### src/rtl/pulse_meter.sv
// Measures rising-edge count, total high time and longest high run of one
// pulse waveform over a fixed window of WINDOW clock cycles.
module pulse_meter #(
    parameter int WIDTH  = 8,
    parameter int WINDOW = 48
) (
    input  logic             clock,
    input  logic             reset,
    input  logic             signal,
    input  logic             start,
    output logic             busy,
    output logic             done,
    output logic [WIDTH-1:0] edges,
    output logic [WIDTH-1:0] high_total,
    output logic [WIDTH-1:0] high_max
);

    typedef enum logic [1:0] {
        ST_IDLE,
        ST_MEASURE,
        ST_DONE
    } state_t;

    localparam logic [15:0] WIN_LAST = 16'(WINDOW - 1);

    state_t           r_state;
    state_t           w_state_next;
    logic             r_s1, r_s2, r_s3;
    logic [WIDTH-1:0] r_edge_cnt, r_tot_cnt, r_run_cnt, r_max_cnt;
    logic [15:0]      r_win_cnt;
    logic             w_rise;
    logic             w_last;
    logic [WIDTH-1:0] w_edge_next, w_tot_next, w_run_next, w_max_next;

    function automatic logic [WIDTH-1:0] sat_inc(input logic [WIDTH-1:0] v);
        return (&v) ? v : v + 1'b1;
    endfunction

    assign w_rise = r_s2 & ~r_s3;
    assign w_last = (r_state == ST_MEASURE) && (r_win_cnt == WIN_LAST);

    // s2 is the synchronized sample; s3 is its previous value for edge detect.
    always_ff @(posedge clock) begin
        if (reset) begin
            r_s1 <= 1'b0;
            r_s2 <= 1'b0;
            r_s3 <= 1'b0;
        end else begin
            r_s1 <= signal;
            r_s2 <= r_s1;
            r_s3 <= r_s2;
        end
    end

    always_ff @(posedge clock) begin
        if (reset) begin
            r_state <= ST_IDLE;
        end else begin
            r_state <= w_state_next;
        end
    end

    always_comb begin
        w_state_next = r_state;
        busy         = 1'b0;
        done         = 1'b0;
        case (r_state)
            ST_IDLE: begin
                if (start) begin
                    w_state_next = ST_MEASURE;
                end
            end
            ST_MEASURE: begin
                busy = 1'b1;
                if (w_last) begin
                    w_state_next = ST_DONE;
                end
            end
            ST_DONE: begin
                done         = 1'b1;
                w_state_next = ST_IDLE;
            end
            default: w_state_next = ST_IDLE;
        endcase
    end

    // This cycle's contribution; also feeds the result registers on the last cycle.
    always_comb begin
        w_edge_next = w_rise ? sat_inc(r_edge_cnt) : r_edge_cnt;
        w_tot_next  = r_s2 ? sat_inc(r_tot_cnt) : r_tot_cnt;
        w_run_next  = r_s2 ? sat_inc(r_run_cnt) : '0;
        w_max_next  = (r_s2 && (w_run_next > r_max_cnt)) ? w_run_next : r_max_cnt;
    end

    always_ff @(posedge clock) begin
        if (reset) begin
            r_edge_cnt <= '0;
            r_tot_cnt  <= '0;
            r_run_cnt  <= '0;
            r_max_cnt  <= '0;
            r_win_cnt  <= '0;
            edges      <= '0;
            high_total <= '0;
            high_max   <= '0;
        end else begin
            case (r_state)
                ST_IDLE: begin
                    if (start) begin
                        r_edge_cnt <= '0;
                        r_tot_cnt  <= '0;
                        r_run_cnt  <= '0;
                        r_max_cnt  <= '0;
                        r_win_cnt  <= '0;
                    end
                end
                ST_MEASURE: begin
                    r_edge_cnt <= w_edge_next;
                    r_tot_cnt  <= w_tot_next;
                    r_run_cnt  <= w_run_next;
                    r_max_cnt  <= w_max_next;
                    r_win_cnt  <= r_win_cnt + 16'd1;
                    if (w_last) begin
                        edges      <= w_edge_next;
                        high_total <= w_tot_next;
                        high_max   <= w_max_next;
                    end
                end
                default: ;
            endcase
        end
    end

endmodule

### config.mk
export PLATFORM = sky130hd
export DESIGN_NAME = pulse_meter
export DESIGN_NICKNAME = d
export VERILOG_FILES = /design/src/rtl/pulse_meter.sv
export SDC_FILE = /design/constraint.sdc
export NUM_CORES = 1
export LEC_CHECK = 0
export BUFFER_PORTS_ARGS = -buffer_cell sky130_fd_sc_hd__buf_2
export CORE_ASPECT_RATIO = 1.4
export CORE_UTILIZATION = 47
export CTS_BUF_LIST = sky130_fd_sc_hd__clkbuf_2 sky130_fd_sc_hd__clkbuf_4 sky130_fd_sc_hd__clkbuf_8
export CTS_CLUSTER_DIAMETER = 150
export DETAILED_ROUTE_END_ITERATION = 10
export HOLD_SLACK_MARGIN = 0.08
export PLACE_DENSITY = 0.77
export SLEW_MARGIN = 20
export SYNTH_ARGS = -nofsm -noshare
export SYNTH_HDL_FRONTEND = slang
export SYNTH_SLANG_ARGS = --single-unit
export TNS_END_PERCENT = 30
### constraint.sdc
create_clock -name clock -period 4.55 [get_ports clock]
set_input_delay 0.91 -clock clock [delete_from_list [all_inputs] [get_ports clock]]
set_output_delay 0.91 -clock clock [all_outputs]
set_load 0.02 [all_outputs]
==> flow_summary.yaml, run 1 <==
synth:
  seq_area_frac_synth: 0.3911
  ys.flop_type: "dfxtp_1"
  synth_area_um2: 3941
  syn-mean-instance-area_um2: 8.440
  ys_ff_latch: 77
  ys_types: 68
  synth-edff-count: 0
  synth_cells: 467
  synth_nets: 481
  postSynth.asyncResetShare: 0
  ys_warn_count: 0
clock_network:
  clock_latency_ns: 0.36
  numCtsBuffers: 9
  postCtsHoldBufs: 0
  cts-resized-gates: 0
  cts_root_buf: "clkbuf_8"
  post_cts_buffers: 0
  clk_pin_slew_ns: 0.07
  cts_tree: "done"
  clock-sinks: 77
  clockBufferDepth: 2
  h-tree-depth: 3
power:
  power_leakage_nw: 1.566
  ir_drop_mv: 0.2207
  pwr_density_cell_nw_per_um2: 284.8
routing:
  drt_iter0_markers: 234
  vias: 3529
  wl_per_cell_um: 15.34
  drcViolationCount: 0
  avgViaCountPerCell: 5.992
  first_pass_iters: 5
  postRouteAntennaNets: 0
  wl_mm: 9.038
timing:
  fmax_mhz: 266.5
  setup_tns_ns: 0
  finalHoldViolCount: 0
  hold_slack_ns: 0.4568
  fin_skew_ns: 0.01111
  rsz0062_at_grt: "no"
  setup_viol: 0
  relSlewSlack: 0.3491
  period_needed_ns: 3.752
  final-max-slew-violation-count: 0
  worstMarginPinSlew_ns: 0.9719
  period_share: 0.8247
floorplan:
  die-height_um: 110.4
  ios: 30
  die_w_um: 79.40
  core.rowCount: 39
  fp.coreArea_um2: 8149
  start_util: 0.4836
  die_area_um2: 8761
critical_path:
  max_stage_delay_ns: 0.62
  slowest_stage: "a32oi_2"
  critPathLaunchType: "register"
  worstPathMaxFanout: 15
  critPathCaptureType: "register"
  path_class: "register to register"
  crit_required_ns: 4.79
  cpMostUsedCell: "ha_1"
  crit_chain: "ha_1 -> nand4_2 -> or2_2 -> nand4_1 -> xor2_1 -> nor2_1 -> ha_1 -> nand3_1 -> a211o_1 -> o211ai_1 -> a32oi_2 -> nor3_1 -> a2111oi_2"
  critPathArrivalTime_ns: 3.99
cells_and_area:
  nFillCells: 747
  diodes: 0
  final_area_um2: 4304
  multi_input_area_um2: 2246
  layout.nets: 498
  final_common_cell: "dfxtp_1"
  area_growth_pct: 9.206
  regArea_um2: 1541
  drive_above_1_share: 0.1561
  layout_common_cells: "77 x dfxtp_1, 55 x nor2_1, 53 x nand2_1"
global_routing:
  grt_pass1_wl_mm: 14.99
  gr-usage-all-layers: 0.2200
  grt-ovfl-total: 0
  grt_max_degree: 50
  grt_pass1_vias: 3359
  antenna_found_initial: 0
placed_design:
  gp_congestion: 0.9504
  dp_hpwl_mm: 6.230
  port-buffer-count: 29
  dpl_cell_area_um2: 4116
run:
  maxCapViolations: 0
hold_path:
  hold_class: "register to register"
status:
  outcome: "finished, final reports clean"
registers in the layout, indices dropped and copies added, names as in the netlist, 2 cells and up:
name and count:
r_win_cnt 16, high_total 8, r_run_cnt 8, high_max 8, r_state 2, r_tot_cnt 8
r_max_cnt 8, edges 8, r_edge_cnt 8
worst paths after layout:
check	startpoint	end	slack (ns)	cells after the start
worst max-delay path	r_run_cnt[0]	high_max[5]	0.80	13
worst min register to register	high_total[6]	high_total[6]	0.46	2
worst min-delay path	high_total[6]	high_total[6]	0.46	2
worst max register to register	r_run_cnt[0]	high_max[5]	0.80	13
worst max-delay path, delay by kind of cell, from the launching register on:
family / cells / cell delay (ns)
AOI/OAI and AO/OA: 4 / 1.23
xor gates and xnor gates: 1 / 0.30
adders and majority gates: 2 / 0.58
DFF: 1 / 0.41
and+or+nand+nor: 6 / 1.13
cell families (layout without fill, tap and decap cells):
family,after synthesis,after routing,share of synthesized area
mux,6,6,0.01619
buf+inv,36,56,0.03968
fa+ha+maj,11,11,0.03460
xor+xnor,14,14,0.03302
flops,77,77,0.3911
simple gates,201,201,0.2530
compound gates,122,122,0.2324
synthesized netlist by cell type (4+ instances only):
| cell type | n | share of area |
|---|---|---|
| clkbuf_1 | 16 | 0.015 |
| or2_2 | 4 | 0.0063 |
| or4_1 | 4 | 0.0076 |
| a211oi_1 | 12 | 0.023 |
| nand4_1 | 16 | 0.025 |
| nand3_1 | 24 | 0.030 |
| o211ai_1 | 14 | 0.027 |
| dfxtp_1 | 77 | 0.39 |
| nor2b_1 | 5 | 0.0079 |
| nor3_1 | 4 | 0.0051 |
| and2_1 | 4 | 0.0063 |
| nand2_1 | 53 | 0.050 |
| a311oi_2 | 4 | 0.015 |
| nor2_1 | 55 | 0.052 |
| a22o_1 | 7 | 0.016 |
| a21oi_1 | 18 | 0.023 |
| a22oi_1 | 5 | 0.0095 |
| o31ai_1 | 4 | 0.0076 |
| xor2_1 | 8 | 0.018 |
| ha_1 | 10 | 0.032 |
| o21ai_1 | 4 | 0.0051 |
| xnor2_1 | 5 | 0.011 |
| and3_1 | 9 | 0.014 |
| o21ai_0 | 24 | 0.030 |
| nand2b_1 | 4 | 0.0063 |
| or3_1 | 4 | 0.0063 |
| buf_1 | 4 | 0.0038 |
| inv_1 | 11 | 0.010 |
metrics by stage:
step / total power, mW / cells / utilization / setup slack (ns)
4_1_cts: 1.235 / 589 / 0.5282 / 0.8210
6_report: 1.226 / 589 / 0.5282 / 0.7977
3_5_place_dp: 0.7407 / 575 / 0.5051 / 0.8851
2_1_floorplan: 0.7285 / 467 / - / 1.495
3_3_place_gp: 0.7399 / 575 / 0.5051 / 1.171
5_1_grt: 1.272 / 589 / 0.5282 / 0.4855
report_power, final:
part	total [mW]	switching [mW]	leakage [nW]	internal (mW)
Clock	0.500	0.239	0.0902	0.261
Sequential	0.682	0.00510	0.621	0.677
Combinational	0.0437	0.0338	0.855	0.00993
Total	1.23	0.278	1.57	0.947
metal layers:
layer / track usage / share of wire / vias to the layer above / wire (um)
li1: - / - / 1750 / -
met1: 0.2441 / 0.42 / 1653 / 3829
met2: 0.3756 / 0.50 / 95 / 4484
met3: 0.05679 / 0.043 / 31 / 392
met4: 0.1338 / 0.037 / 0 / 332
met5: 0 / 0 / - / 0
cell type report:
class	count	area share
clock buffers	10	0.03198
flip-flops and latches	77	0.3581
well taps	102	0.02965
repair buffers	31	0.03721
clock inverters	4	0.01163
multi-input cells	354	0.5218
inverters	11	0.009593
No activity file was read; power rests on OpenSTA's default activity.
==> run 2, diff against run 1 <==
--- a/config.mk
+++ b/config.mk
@@ -12,7 +12,7 @@
 export CTS_CLUSTER_DIAMETER = 150
 export DETAILED_ROUTE_END_ITERATION = 10
 export HOLD_SLACK_MARGIN = 0.08
-export PLACE_DENSITY = 0.77
+export PLACE_DENSITY = 0.79
 export SLEW_MARGIN = 20
 export SYNTH_ARGS = -nofsm -noshare
 export SYNTH_HDL_FRONTEND = slang
==> constraint.sdc (replaced) <==
create_clock -name clock -period 3.1 [get_ports clock]
set_input_delay 0.62 -clock clock [delete_from_list [all_inputs] [get_ports clock]]
set_output_delay 0.62 -clock clock [all_outputs]
set_load 0.02 [all_outputs]
==> flow_summary.yaml, run 2 (synthesized netlist as in run 1, its figures left out) <==
floorplan:
  die_w_um: 79.40
  fp.coreArea_um2: 8149
  die_area_um2: 8761
  start_util: 0.4836
  ios: 30
  die-height_um: 110.4
  core.rowCount: 39
power:
  power_frac_clock: 0.421
  power_leakage_nw: 1.746
  pwr_density_cell_nw_per_um2: 400.7
  intPower_mw: 1.389
  power_mw: 1.850
  sw_frac_of_total: 0.2492
  ir_drop_mv: 0.2494
  seq_power_share: 0.540
  combPwrFrac: 0.039
  power.net_switching_mw: 0.4609
run:
  maxCapViolations: 0
critical_path:
  path_buf_inv: 2
  cp_top_family: "simple AND/OR/NAND/NOR gates"
  slowest_stage: "or4_1"
  r2r-start: "r_run_cnt[4]"
  worstPathMaxFanout: 6
  critPathArrivalTime_ns: 3.28
  path_class: "register to register"
  startpoint: "r_run_cnt[4]"
  max_stage_delay_ns: 0.54
  critPathLaunchType: "register"
  critPathCaptureType: "register"
  crit_required_ns: 3.39
  crit_chain: "nand3_2 -> buf_4 -> nor2_1 -> a21oi_1 -> and2_1 -> ha_2 -> nand3_2 -> a211o_1 -> o211ai_1 -> buf_4 -> a32oi_2 -> or4_1 -> o211ai_1"
timing:
  period_needed_ns: 2.992
  worstMarginPinSlew_ns: 0.7853
  relSlewSlack: 0.4764
  setup_tns_ns: 0
  fin_skew_ns: 0.01237
  period_share: 0.9651
  setup_viol: 0
  fmax_mhz: 334.2
  final-max-slew-violation-count: 0
  finalHoldViolCount: 0
  rsz0062_at_grt: "yes"
routing:
  postRouteAntennaNets: 0
  wl_mm: 9.698
  vias: 3705
  wl_per_cell_um: 15.57
  avgViaCountPerCell: 5.947
  drt_iter0_markers: 210
  first_pass_iters: 5
  drcViolationCount: 0
cells_and_area:
  top_register: "r_win_cnt"
  largest_reg_flops: 16
  final_common_cell: "dfxtp_1"
  layout.nets: 530
  area_growth_pct: 17.14
  layout_common_cells: "74 x dfxtp_1, 55 x nor2_1, 53 x nand2_1"
  drive_above_1_share: 0.2207
  diodes: 0
  nFillCells: 729
status:
  outcome: "finished, final reports clean"
clock_network:
  numCtsBuffers: 9
  clock_latency_ns: 0.37
  clock-sinks: 77
  cts_root_buf: "clkbuf_8"
  cts_tree: "done"
  clk_pin_slew_ns: 0.09
  h-tree-depth: 3
  postCtsHoldBufs: 0
  clockBufferDepth: 2
hold_path:
  hold_class: "register to register"
  hold_start: "edges[7]"
global_routing:
  grt_max_degree: 31
  grt_pass1_wl_mm: 15.85
  grt_pass1_vias: 3470
  grt-ovfl-total: 0
  gr-usage-all-layers: 0.2317
  antenna_found_initial: 0
placed_design:
  port-buffer-count: 29
  dp_hpwl_mm: 6.792
  gp_congestion: 0.9188
==> run 2: cell types whose count changed in the layout (fill, tap and decap cells not counted), moves of 2 or more <==
cell / previous run / this run
clkinv_2: 1 / 3
dfxtp_2: 0 / 3
clkinvlp_4: 2 / 0
buf_4: 2 / 31
ha_1: 10 / 7
ha_4: 0 / 2
dfxtp_1: 77 / 74
==> run 2: routing by layer <==
metal / GRT usage / vias up / part of all wire
li1: - / 1823 / -
met1: 0.2573 / 1745 / 0.41
met2: 0.4083 / 99 / 0.51
met3: 0.04115 / 38 / 0.045
met4: 0.1429 / 0 / 0.042
met5: 0 / - / 0
==> run 2: power by group through the flow <==
| stage | clock (mW) | combinational (mW) | sequential, mW |
|---|---|---|---|
| after floorplan | 0 | 0.0507 | 1.02 |
| after global placement | 0 | 0.0685 | 1.02 |
| after detailed placement | 0 | 0.0705 | 1.02 |
| after CTS | 0.792 | 0.0707 | 0.999 |
| after global routing | 0.834 | 0.0791 | 1.00 |
| final | 0.779 | 0.0712 | 0.999 |
==> run 2: final timing paths <==
kind / slack, ns / depth (start not counted) / end
setup / recovery: 0.11 / 13 / r_max_cnt[4]
hold / removal: 0.47 / 2 / edges[7]
setup reg to reg: 0.11 / 13 / r_max_cnt[4]
hold reg to reg: 0.47 / 2 / edges[7]
==> run 2: repair_timing <==
action,CTS,global route
gates resized for setup,2,9
pin swaps,0,6
buffers inserted,0,7
setup endpoints to repair,12,14
cloned,0,2
==> run 2: worst register-to-register path: stages, from the launching register on <==
cell and delay (ns):
dfxtp_1 0.42, nand3_2 0.11, buf_4 0.16, nor2_1 0.16
a21oi_1 0.12, and2_1 0.18, ha_2 0.41, nand3_2 0.11
a211o_1 0.23, o211ai_1 0.12, buf_4 0.19, a32oi_2 0.08
or4_1 0.54, o211ai_1 0.09
==> run 2: metrics by stage <==
| step | hold WS, ns | std cells | util | setup WS [ns] | instance area [um^2] |
|---|---|---|---|---|---|
| 6_report | 0.4651 | 623 | 0.5666 | 0.1081 | 4617 |
| 5_1_grt | 0.4849 | 623 | 0.5666 | -0.06059 | 4617 |
| 4_1_cts | 0.4605 | 614 | 0.5521 | 0.0005520 | 4499 |
| 3_5_place_dp | 0.4471 | 598 | 0.5260 | -0.08746 | 4287 |
| 3_3_place_gp | 0.4325 | 598 | 0.5260 | -0.03876 | 4287 |
| 2_1_floorplan | 0.4138 | 467 | - | 0.04534 | 3941 |
==> run 2: cell type report <==
cell class              instances  area [um^2]  area share
well taps                     102        127.6     0.02764
multi-input cells             356         2316      0.5016
inverters                      11        41.29    0.008943
repair buffers                 61        389.1     0.08428
clock inverters                 7        73.82     0.01599
flip-flops and latches         77         1545      0.3347
clock buffers                   9        123.9     0.02683
==> run 3, diff against run 2 <==
--- a/config.mk
+++ b/config.mk
@@ -5,6 +5,7 @@
 export SDC_FILE = /design/constraint.sdc
 export NUM_CORES = 1
 export LEC_CHECK = 0
+export ABC_AREA = 1
 export BUFFER_PORTS_ARGS = -buffer_cell sky130_fd_sc_hd__buf_2
 export CORE_ASPECT_RATIO = 1.4
 export CORE_UTILIZATION = 47
==> flow_summary.yaml, run 3 <==
cells_and_area:
  largest_reg_flops: 16
  regArea_um2: 1541
  layout_common_cells: "88 x inv_1, 77 x dfxtp_1, 75 x nand2_1"
  nFillCells: 721
  final_common_cell: "inv_1"
  diodes: 0
  top_register: "r_win_cnt"
  layout.nets: 571
  area_growth_pct: 11.35
  multi_input_area_um2: 1868
  drive_above_1_share: 0.1317
synth:
  synth_cells: 525
  synth_nets: 539
  synth_top_area_cell: "dfxtp_1"
  synthDominantCellAreaShare: 0.4008
  ys_types: 39
  syn-mean-instance-area_um2: 7.326
  yosys-top-cells-area: "dfxtp_1 40%, inv_1 8.6%, nand2_1 7.3%"
  yosysMostFrequentCell: "inv_1"
  ys.flop_type: "dfxtp_1"
  synth-edff-count: 0
  synth_area_um2: 3846
  ys_ff_latch: 77
  seq_area_frac_synth: 0.4008
  postSynth.asyncResetShare: 0
  synthTopCellsByCount: "88 x inv_1, 77 x dfxtp_1, 75 x nand2_1"
  ys_warn_count: 0
critical_path:
  path_class: "register to register"
  worstPathMaxFanout: 10
  critPathArrivalTime_ns: 3.17
  max_stage_delay_ns: 0.39
  r2r-start: "r_run_cnt[0]"
  crit_chain: "ha_1 -> nand2_1 -> nor2_2 -> nand2_4 -> nand2_1 -> nor2_1 -> xor2_1 -> inv_1 -> nor2_1 -> ha_1 -> nand2_2 -> nor2_4 -> a21oi_4 -> buf_4 -> nand3_1 -> nand3_1 -> nand2_1 -> inv_1"
  crit_required_ns: 3.41
  slowest_stage: "dfxtp_1"
  critPathCaptureType: "register"
  ff2ff_path_depth: 18
  startpoint: "r_run_cnt[0]"
  critPathLaunchType: "register"
  cpMostUsedCell: "nand2_1"
power:
  combPwrFrac: 0.053
  intPower_mw: 1.390
  power_frac_clock: 0.396
  power_mw: 1.816
  sw_frac_of_total: 0.2345
  power.net_switching_mw: 0.4258
  power_leakage_nw: 1.769
  pwr_density_cell_nw_per_um2: 423.9
  seq_power_share: 0.551
  ir_drop_mv: 0.2827
global_routing:
  grt_max_degree: 31
  grt-ovfl-total: 0
  grt_pass1_wl_mm: 14.57
  grt_pass1_vias: 3463
  antenna_found_initial: 0
  gr-usage-all-layers: 0.2188
timing:
  finalHoldViolCount: 0
  worstMarginPinSlew_ns: 0.6630
  period_needed_ns: 2.865
  fmax_mhz: 349.1
  rsz0062_at_grt: "no"
  fin_skew_ns: 0.01175
  setup_tns_ns: 0
  relSlewSlack: 0.5575
  final-max-slew-violation-count: 0
  setup_viol: 0
  period_share: 0.9241
hold_path:
  hold_start: "r_s1"
  whs_path_depth: 2
  hold_class: "register to register"
routing:
  postRouteAntennaNets: 0
  vias: 3615
  wl_mm: 8.635
  drcViolationCount: 0
  avgViaCountPerCell: 5.461
  drt_iter0_markers: 234
  wl_per_cell_um: 13.04
  first_pass_iters: 4
status:
  outcome: "finished, final reports clean"
clock_network:
  clock_latency_ns: 0.37
  cts_root_buf: "clkbuf_8"
  post_cts_buffers: 0
  numCtsBuffers: 9
  clk_pin_slew_ns: 0.08
  h-tree-depth: 3
  postCtsHoldBufs: 0
  clockBufferDepth: 2
  clock-sinks: 77
  cts-resized-gates: 0
  cts_tree: "done"
placed_design:
  dp_hpwl_mm: 6.062
  gp_congestion: 0.8708
  port-buffer-count: 29
run:
  maxCapViolations: 0
floorplan:
  die_area_um2: 8554
  die-height_um: 109.0
  die_w_um: 78.46
  ios: 30
  fp.coreArea_um2: 7845
  core.rowCount: 38
  start_util: 0.4903
-- run 3: changes by cell type after synthesis, moves of 6 or more --
cell / previous run / this run
o21a_1: 2 / 8
o22ai_1: 1 / 20
and3_1: 9 / 0
o21ai_0: 24 / 33
o21ai_1: 4 / 10
nand3_1: 24 / 49
inv_1: 11 / 88
a21oi_1: 18 / 27
a211oi_1: 12 / 2
a22o_1: 7 / 0
o211ai_1: 14 / 1
nor3_1: 4 / 11
nand2_1: 53 / 75
nor2_1: 55 / 37
-- run 3: kinds of logic (layout without fill, tap and decap cells) --
group	after synthesis	count (layout)	share of synthesized area
xor+xnor	12	12	0.02733
fa+ha+maj	10	10	0.03253
compound gates	115	115	0.1763
simple gates	203	203	0.2495
flops	77	77	0.4008
buf+inv	108	145	0.1135
-- run 3: final timing paths --
kind                 end  slack [ns]
max          high_max[0]        0.24
min                 r_s2        0.41
max reg2reg  high_max[0]        0.24
min reg2reg         r_s2        0.41
-- run 3: metrics by stage --
step	utilization	hold slack [ns]	setup WS [ns]	instance area, um^2	std cells
6_report	0.5459	0.4116	0.2354	4283	662
3_3_place_gp	0.5222	0.3951	0.4123	4096	646
5_1_grt	0.5459	0.4316	0.01498	4283	662
4_1_cts	0.5459	0.4118	0.2657	4283	662
3_5_place_dp	0.5222	0.3996	0.3441	4096	646
2_1_floorplan	-	0.3883	0.6597	3846	525
-- run 3: cell type report --
class	count	area share
clock buffer	15	0.04236
clock inverter	1	0.001169
inverter	89	0.07800
multi-input combinational	340	0.4362
sequential	77	0.3599
tap	100	0.02921
timing repair buffer	40	0.05317
-- run 3: worst max-delay path: cells and delay by family (launching register included) --
| family | cells | cell delay [ns] |
|---|---|---|
| AO/OA/AOI/OAI | 1 | 0.24 |
| adder cells (fa/ha/maj) | 2 | 0.48 |
| buffers and inverters | 3 | 0.35 |
| AND/OR/NAND/NOR | 11 | 1.20 |
| flip-flops | 1 | 0.39 |
| XOR/XNOR | 1 | 0.14 |
-- run 3: power groups by stage --
| stage | Sequential [mW] | Combinational (mW) | Clock (mW) |
|---|---|---|---|
| global placement | 1.02 | 0.0930 | 0 |
| global route | 1.00 | 0.105 | 0.778 |
| finish | 1.00 | 0.0962 | 0.719 |
| CTS | 1.00 | 0.0960 | 0.737 |
| detailed placement | 1.02 | 0.0958 | 0 |
| floorplan | 1.02 | 0.0662 | 0 |
-- run 3: metal layers --
| metal | vias up | GRT usage | wire [um] |
|---|---|---|---|
| met2 | 94 | 0.3872 | 4388 |
| met5 | - | 0 | 0 |
| met4 | 0 | 0.1601 | 405 |
| li1 | 1803 | - | - |
| met3 | 31 | 0.04435 | 318 |
| met1 | 1687 | 0.2286 | 3523 |
